File: src/rtl/seq_det_pkg.sv
// Types and constants shared by the sequence detector, its stream feeder and
// their benches.
package seq_det_pkg;

    // Default detector target width; the detector and the feeder must agree.
    localparam int SEQ_D_WIDTH = 5;

    // Width of the counter that times how long det_resetn is held low.
    localparam int RST_CNT_W = 4;

    typedef enum logic [1:0] {
        NOCFG = 2'd0,
        LOAD  = 2'd1,
        IDLE  = 2'd2,
        SHIFT = 2'd3
    } feeder_state_t;

endpackage

File: src/rtl/seq_piso_shift.sv
// Parallel-in/serial-out word shifter. bit_out and last describe the bit that
// will be on the serial line after the coming clock edge.
module seq_piso_shift #(
    parameter int WORD_W    = 8,
    parameter int MSB_FIRST = 1
) (
    input  logic              clk,
    input  logic              reset,
    input  logic              load,
    input  logic              shift,
    input  logic [WORD_W-1:0] data,
    output logic              bit_out,
    output logic              last
);

    localparam int CNT_W = (WORD_W > 1) ? $clog2(WORD_W) : 1;

    logic [WORD_W-1:0] sreg;
    logic [WORD_W-1:0] sreg_nxt;
    logic [CNT_W-1:0]  cnt;

    function automatic logic lead_bit(input logic [WORD_W-1:0] w);
        return (MSB_FIRST != 0) ? w[WORD_W-1] : w[0];
    endfunction

    assign sreg_nxt = (MSB_FIRST != 0) ? (sreg << 1) : (sreg >> 1);

    // The leading bit of a freshly loaded word goes straight to the output
    // register, so the first bit appears one cycle after the handshake.
    assign bit_out = load ? lead_bit(data) : lead_bit(sreg_nxt);

    // cnt counts bits still to come after the one currently presented.
    assign last = load ? (WORD_W == 1) : (cnt == CNT_W'(1));

    always_ff @(posedge clk or posedge reset) begin
        if (reset) begin
            sreg <= '0;
            cnt  <= '0;
        end else if (load) begin
            sreg <= data;
            cnt  <= CNT_W'(WORD_W - 1);
        end else if (shift) begin
            sreg <= sreg_nxt;
            cnt  <= cnt - CNT_W'(1);
        end
    end

endmodule

File: src/rtl/seq_stream_feeder.sv
// Feeds the programmable sequence detector: loads its target under a
// det_resetn pulse, then serialises handshaked words onto det_din.
module seq_stream_feeder
    import seq_det_pkg::*;
#(
    parameter int D_WIDTH      = SEQ_D_WIDTH,
    parameter int WORD_W       = 8,
    parameter int MSB_FIRST    = 1,
    parameter int RESET_CYCLES = 1
) (
    input  logic               clk,
    input  logic               reset,
    input  logic [D_WIDTH-1:0] cfg_target,
    input  logic               cfg_load,
    input  logic [WORD_W-1:0]  s_data,
    input  logic               s_valid,
    output logic               s_ready,
    output logic               det_resetn,
    output logic [D_WIDTH-1:0] det_init,
    output logic               det_din,
    output logic               det_valid,
    output logic               word_done,
    output logic               busy
);

    feeder_state_t        state;
    feeder_state_t        next_state;
    logic [RST_CNT_W-1:0] rcnt;

    logic load;
    logic shift;
    logic bit_out;
    logic last;

    logic det_resetn_d;
    logic det_valid_d;
    logic det_din_d;
    logic word_done_d;
    logic busy_d;

    seq_piso_shift #(
        .WORD_W    (WORD_W),
        .MSB_FIRST (MSB_FIRST)
    ) u_piso (
        .clk     (clk),
        .reset   (reset),
        .load    (load),
        .shift   (shift),
        .data    (s_data),
        .bit_out (bit_out),
        .last    (last)
    );

    always_ff @(posedge clk or posedge reset) begin
        if (reset) begin
            state      <= NOCFG;
            rcnt       <= '0;
            det_init   <= '0;
            det_resetn <= 1'b0;
            det_din    <= 1'b0;
            det_valid  <= 1'b0;
            word_done  <= 1'b0;
            busy       <= 1'b1;
        end else begin
            state      <= next_state;
            det_resetn <= det_resetn_d;
            det_din    <= det_din_d;
            det_valid  <= det_valid_d;
            word_done  <= word_done_d;
            busy       <= busy_d;
            if (cfg_load) begin
                det_init <= cfg_target;
                rcnt     <= RST_CNT_W'(RESET_CYCLES - 1);
            end else if (state == LOAD && rcnt != '0) begin
                rcnt <= rcnt - RST_CNT_W'(1);
            end
        end
    end

    // cfg_load overrides everything, including a word in flight.
    always_comb begin
        next_state = state;
        if (cfg_load) begin
            next_state = LOAD;
        end else begin
            case (state)
                NOCFG:   next_state = NOCFG;
                LOAD:    if (rcnt == '0) next_state = IDLE;
                IDLE:    if (s_valid) next_state = SHIFT;
                SHIFT:   if (word_done && !s_valid) next_state = IDLE;
                default: next_state = NOCFG;
            endcase
        end
    end

    // word_done marks the last-bit cycle, which is also the only SHIFT cycle
    // in which the next word may be taken.
    always_comb begin
        s_ready      = !cfg_load && (state == IDLE || (state == SHIFT && word_done));
        load         = s_valid && s_ready;
        shift        = (state == SHIFT) && !word_done && !cfg_load;
        det_resetn_d = (next_state == IDLE) || (next_state == SHIFT);
        det_valid_d  = (next_state == SHIFT);
        det_din_d    = (load || shift) ? bit_out : det_din;
        word_done_d  = (load || shift) && last;
        busy_d       = (next_state != IDLE);
    end

endmodule

File: config.mk
export PLATFORM = sky130hd
export DESIGN_NAME = seq_stream_feeder
export DESIGN_NICKNAME = d
export VERILOG_FILES = /design/src/rtl/seq_det_pkg.sv /design/src/rtl/seq_piso_shift.sv /design/src/rtl/seq_stream_feeder.sv
export SDC_FILE = /design/constraint.sdc
export NUM_CORES = 1
export LEC_CHECK = 0
export BUFFER_PORTS_ARGS = -buffer_cell sky130_fd_sc_hd__clkbuf_2
export CAP_MARGIN = 20
export CORE_MARGIN = 10
export CORE_UTILIZATION = 52
export CTS_CLUSTER_SIZE = 28
export DETAILED_ROUTE_END_ITERATION = 10
export GPL_ROUTABILITY_DRIVEN = 0
export GPL_TIMING_DRIVEN = 0
export PLACE_DENSITY = 0.8
export SETUP_SLACK_MARGIN = 0.05
export SYNTH_ARGS = -nofsm -noshare
export SYNTH_HDL_FRONTEND = slang
export SYNTH_SLANG_ARGS = --single-unit
export TNS_END_PERCENT = 1
File: constraint.sdc
create_clock -name clk -period 1.7 [get_ports clk]
set_clock_uncertainty 0.15 [all_clocks]
set_input_delay 0 -clock clk [delete_from_list [all_inputs] [get_ports clk]]
set_output_delay 0 -clock clk [all_outputs]
set_load 0.005 [all_outputs]
==> results of run 1 <==
timing repair:
action,CTS,global route
gates resized for setup,3,5
pin swaps,0,3
hold buffers,19,0
buffers inserted,2,0
hold endpoints to repair,39,0
endpoints found under the setup margin,3,5
registers in the layout, summed over array words and instances, names as in the netlist:
name / cells
word_done: 1
u_piso.cnt: 3
state: 2
busy: 1
rcnt: 4
det_valid: 1
det_din: 1
u_piso.sreg: 7
det_resetn: 1
det_init: 5
how the worst max path moves through the flow:
stage	start	slack (ps)	to	cells after the start
final	rcnt[1]	70	state[0]	6
after detailed placement	rcnt[0]	30	rcnt[1]	6
after global routing	rcnt[1]	-0.8	state[0]	6
after CTS	state[1]	60	s_ready	5
after global placement	rcnt[0]	90	rcnt[1]	6
after floorplan	rcnt[0]	140	rcnt[1]	6
stage by stage:
step                      util, %  setup slack [ps]  setup TNS, ps
after floorplan                 -               140              0
after global placement       63.4              89.0              0
after detailed placement     63.4              28.4              0
after CTS                    74.4              56.8              0
after global routing         75.1            -0.795         -0.795
final                        75.1              72.1              0
worst max-delay path: cells and delay by family, from the launching register on:
| kind | cells | cell delay [ps] |
|---|---|---|
| compound gates | 1 | 170 |
| fa+ha+maj | 1 | 130 |
| buf+inv | 2 | 230 |
| flops | 1 | 420 |
| simple gates | 2 | 440 |
synthesized netlist by cell type:
master	number	share of area (%)
a211o_1	1	0.69
a21o_1	1	0.59
a21oi_1	4	1.6
a21oi_2	1	0.69
a22o_1	1	0.69
a2bb2oi_1	1	0.69
a311oi_2	1	1.2
a31oi_1	6	3.0
a32oi_1	2	1.4
and2b_1	1	0.59
and3b_1	6	4.2
buf_2	6	2.4
buf_4	1	0.59
clkbuf_1	2	0.59
dfrtp_1	25	49
dfstp_2	1	2.1
ha_1	4	4.0
inv_1	9	2.7
inv_2	1	0.30
mux2_2	5	4.5
mux2i_1	1	0.79
nand2_1	5	1.5
nand2b_1	2	0.99
nand3_1	1	0.40
nand3b_1	1	0.59
nand4_1	2	0.99
nand4b_1	1	0.69
nor2_1	4	1.2
nor2b_1	2	0.99
nor3_1	1	0.40
nor3b_1	1	0.59
nor4_1	1	0.49
o211ai_1	1	0.59
o21ai_0	3	1.2
o21ai_1	1	0.40
o21ai_2	1	0.69
o2bb2ai_1	6	4.2
or2_1	1	0.49
or3_1	1	0.49
or3b_1	1	0.69
routing by layer:
layer / routed length (um) / global-route usage (%)
met5: 0 / 0
met4: 24 / 4.21
met3: 190 / 4.28
met2: 1610 / 22.1
met1: 1330 / 14.2
kinds of logic (layout without fill, tap and decap cells):
kind of cell	after synthesis	after routing
simple gates	31	31
flops	26	26
mux	6	6
fa+ha+maj	4	4
buf+inv	19	69
compound gates	30	30
area by class of cell:
cell class                      count  area (um2)  area share (%)
Sequential cell                    26         652            38.5
Multi-Input combinational cell     71         549            32.4
Timing Repair Buffer               47         335            19.8
Buffer                              8        47.5            2.81
Inverter                           10        37.5            2.22
Clock buffer                        4        36.3            2.14
Tap cell                           28        35.0            2.07
power by group:
group | total (mW) | internal, mW | switching, mW
clock network | 0.315 | 0.131 | 0.184
logic | 1.35 | 0.647 | 0.705
registers | 0.979 | 0.844 | 0.135
total | 2.65 | 1.62 | 1.02
==> run summary, run 1 <==
Initial DRC Count: 66
H-tree depth: 1
Reg-to-Reg Start: rcnt[1]
FP Rows: 17
Worst-path fanout max: 6
WL final: 3160 um
Post-synthesis mux area share: 5.24%
HP Class: input pin to register
Final Net Count: 188
Minimum clock period: 1630 ps
HPWL after detailed placement: 1980 um
First-pass GRT wire length: 5350 um
Static leakage: 0.807 nW
Via count: 1071
Die span in y: 69.3 um
PortBufs: 26
Setup slack, reg-to-reg: 70 ps
Sink Count: 26
Worst Hold Slack: 12.8 ps
CP Class: register to register
Rel. slew slack: 37.1%
Part of the cycle the worst path needs: 95.8%
Post-route DRC violation count: 0
Commonest non-fill, non-tap cell in the layout: clkbuf_2
IO Pins: 28
Register area share after synthesis: 51.5%
RSZ-0062 raised after global routing: true
HP Start: cfg_load
Initial Utilization: 56.1%
Mapped Nets: 137
Worst Setup End Kind: register
# placed instances: 170
TritonCTS clock tree: built
Worst Hold Depth: 3
# fillers: 169
Slew @ Worst Pin: 942 ps
CP max-delay cell: dfrtp_1
Die width: 69.3 um
Outcome: finished, final reports clean
Num CTS Buffers: 3
Layout cell share with drive strength beyond 1: 32.5%
Power per Cell Area: 1560 nW/um2
Average routed wire per standard cell: 16.3 um
DRT Pass-1 Iters: 4
Critical R2R Capture: state[0]
Finished Cell Area: 1690 um2
GRT Util Overall: 12.8%
Post-synthesis simple-gate area fraction: 15.2%
Max-Cap Viols: 0
Tot Pwr: 2.65 mW
Cell Count, Final, Fillers Out: 194
Combinational family with the most area after synthesis: compound AO/OA/AOI/OAI gates
Pin count of the biggest net entering global routing: 27
Final count of pins violating max slew: 0
Fin. Hold Viols: 0
Worst EP arrival: 1710 ps
Number of diodes: 0
Achievable frequency: 0.614 GHz
Critical path startpoint category: register
Area of the core: 2250 um2
DR vias/cell: 5.52
Post-synthesis xor/xnor area fraction: 0%
Synth Area in Adders: 3.96%
Clock Latency Late Sink: 320 ps
Root buf cell: clkbuf_4
Placed Area: 1430 um2
Peak supply drop: 0.00133 V
Synth Cell Area: 1260 um2
Reg2Reg Depth: 6
Antenna-violating nets left: 0
Critical path's largest stage delay: 420 ps
Yosys reg bits: 26
Complex-gate fraction of the synthesized area: 17.5%
Critical Path RT: 1780 ps
Synth unique cells: 40
CTS Buffer Depth: 2
Area growth syn-to-layout: 33.8%
GRT overflow: 0
Mapped Cells: 116
Commonest non-fill, non-tap cells in the layout: clkbuf_2 (26), dfrtp_1 (25), dlygate4sd3_1 (19), inv_1 (7)
Synth warn: 0
DIE AREA: 4810 um2
Setup violators final: 0
CP cell instances: inv_2 -> ha_4 -> or3b_4 -> buf_6 -> o211ai_1 -> nand2_1
Initial antenna violation count: 0
Syn Area/Cell: 10.9 um2
Reg clk slew, reported paths: 130 ps
WHS Endpoint: rcnt[0]
Vias in the first global route: 1218
No activity file was read; power rests on OpenSTA's default activity.
==> run 2: changes to the inputs <==
Settings changed: PLACE_DENSITY 0.8 to 0.81.
==> run 2 against run 1 <==
  * The run now ends with hold timing left
  * Clock power increased by 36%
  * Power shrank 0.24%
  * Global-route usage hardly changed
  * Final cell count did not move
  * Sequential share of layout area decreased by 0.51 points
  * Critical path depth unchanged
  * Clock-buffer cell count shrank 1
  * Sequential power increased by 0.7%
  * Final area increased by 1.3%
  * Combinational power is 9% lower
  * Register-to-register slack is essentially flat
  * Core utilization is 1.0 points higher
  * Largest power group unchanged
==> run summary, run 2 (synthesis results as in run 1) <==
Outcome: finished with violations
Failing checks: hold timing
FP Rows: 17 (unchanged)
Register area: 652 um2 (unchanged)
Commonest non-fill, non-tap cell in the layout: clkbuf_2
CP Capture Point: state[0]
H-tree depth: 1 (unchanged)
DIE AREA: 4810 um2 (unchanged)
Max reg flops: 7 (unchanged)
Fin. Hold Viols: 5 (+5)
Num CTS Buffers: 3 (unchanged)
Max-Cap Viols: 0 (unchanged)
Area growth syn-to-layout: 35.6%
Most flops, register: u_piso.sreg
Rel. slew slack: 70.5% (+33 points)
Top flop regs: u_piso.sreg (7), det_init (5), rcnt (4)
Reg2Reg Depth: 6 (unchanged)
Critical Path RT: 1780 ps (about the same)
Sink Count: 26 (unchanged)
Peak supply drop: 0.00116 V (-13%)
First-pass GRT wire length: 5390 um (+0.77%)
CP cell instances: inv_1 -> ha_1 -> or3b_1 -> buf_2 -> o211ai_1 -> nand2_1
Die width: 69.3 um (unchanged)
Part of the cycle the worst path needs: 96.4% (+0.63 points)
Average routed wire per standard cell: 16.2 um (-0.66%)
Post-CTS Setup Bufs: 0 (-2)
DRT Pass-1 Iters: 4 (unchanged)
Minimum clock period: 1640 ps (+10.6 ps)
Final Net Count: 188 (unchanged)
PortBufs: 26 (unchanged)
Setup violators final: 0 (unchanged)
Commonest non-fill, non-tap cells in the layout: clkbuf_2 (27), dfrtp_1 (25), dlygate4sd3_1 (19), inv_1 (8)
# placed instances: 170 (unchanged)
Setup TNS: 0 ps (unchanged)
Critical path's largest stage delay: 430 ps (about the same)
HP Class: input pin to asynchronous set/reset pin
Initial antenna violation count: 0 (unchanged)
Critical path startpoint category: register
Setup slack, reg-to-reg: 60 ps (about the same)
Power per Cell Area: 1540 nW/um2 (-1.5%)
CP max-delay cell: dfrtp_1
Area of the core: 2250 um2 (unchanged)
DR vias/cell: 5.50 (-0.37%)
Layout cell share with drive strength beyond 1: 31.3% (-1.2 points)
IO Pins: 28 (unchanged)
CTS Buffer Depth: 2 (unchanged)
WL final: 3140 um (-0.66%)
Multi-input logic area: 544 um2 (-0.91%)
GRT overflow: 0 (unchanged)
GRT Util Overall: 12.8% (about the same)
Reg clk slew, reported paths: 140 ps (about the same)
Worst EP arrival: 1710 ps (about the same)
Antenna-violating nets left: 0 (unchanged)
Post-route DRC violation count: 0 (unchanged)
Number of diodes: 0 (unchanged)
RSZ-0062 raised after global routing: true
Worst Setup End Kind: register
Achievable frequency: 0.610 GHz (-0.65%)
Initial Utilization: 56.1% (unchanged)
CP Class: register to register
HPWL after detailed placement: 2110 um (+6.4%)
Die span in y: 69.3 um (unchanged)
# fillers: 157 (-7.1%)
Tot Pwr: 2.64 mW (-0.24%)
Worst-path fanout max: 6 (unchanged)
Slew @ Worst Pin: 443 ps (-499 ps)
Initial DRC Count: 47 (-29%)
TritonCTS clock tree: built
Critical R2R Capture: state[0]
Vias in the first global route: 1153 (-5.3%)
CP Launch Point: rcnt[1]
Root buf cell: clkbuf_4
Worst Hold Slack: -5.39 ps (-18.2 ps)
Clock Latency Late Sink: 330 ps (about the same)
Final count of pins violating max slew: 0 (unchanged)
Cell Count, Final, Fillers Out: 194 (unchanged)
Reg-to-Reg Start: rcnt[1]
Via count: 1067 (-0.37%)
Pin count of the biggest net entering global routing: 27 (unchanged)
Static leakage: 0.823 nW (+1.9%)
run 2: cell count changes in the layout (fill, tap and decap cells not counted), sizes merged:
cell and change:
buf -1, bufinv +1
run 2: power by group:
group / internal [mW] / total (mW) / switching, mW
combinational: 0.560 / 1.23 / 0.666
sequential: 0.844 / 0.986 / 0.142
clock: 0.238 / 0.427 / 0.188
total: 1.64 / 2.64 / 0.996
run 2: per-layer routing:
| layer | part of all wire (%) | track usage (%) | vias up |
|---|---|---|---|
| met5 | 0 | 0 | - |
| met4 | 1.3 | 3.99 | 0 |
| met3 | 5.9 | 3.85 | 6 |
| met2 | 51 | 21.7 | 29 |
| met1 | 41 | 14.9 | 517 |
| li1 | - | - | 515 |
run 2: cell type report:
class / instances / area share (%)
Sequential cell: 26 / 38.0
Multi-Input combinational cell: 71 / 31.7
Timing Repair Buffer: 46 / 20.3
Buffer: 9 / 2.70
Inverter: 10 / 2.19
Tap cell: 28 / 2.04
Clock inverter: 1 / 1.75
Clock buffer: 3 / 1.31
run 2: worst min path at each step:
stage / start / to / slack, ps / cells after the start
after floorplan: reset / det_din / -110 / 1
after global placement: cfg_target[3] / det_init[3] / 80 / 2
after detailed placement: reset / det_init[0] / 90 / 2
after CTS: cfg_load / u_piso.cnt[2] / 20 / 4
after global routing: reset / state[1] / 30 / 3
final: reset / u_piso.cnt[0] / -5 / 3
run 2: worst max-delay path: cells and delay by family (launching register included):
kind / cells / cell delay, ps
AOI/OAI and AO/OA: 1 / 170
buffers and inverters: 2 / 260
and+or+nand+nor: 2 / 390
adders and majority gates: 1 / 150
DFF: 1 / 430
run 2: what timing repair did:
item                                    in CTS  in global routing
gates cloned                                 0                  0
endpoints found under the setup margin       4                  8
pin swaps                                    0                  0
hold buffers                                19                  0
endpoints found under the hold margin       39                  0
resized for setup                            2                  4
run 2: stage by stage:
step	cell area (um2)	util, %	setup slack (ps)
after floorplan	1260	-	140
after global placement	1430	63.4	88.6
after detailed placement	1430	63.4	43.5
after CTS	1680	74.4	49.1
after global routing	1720	76.1	-48.5
final	1720	76.1	61.5
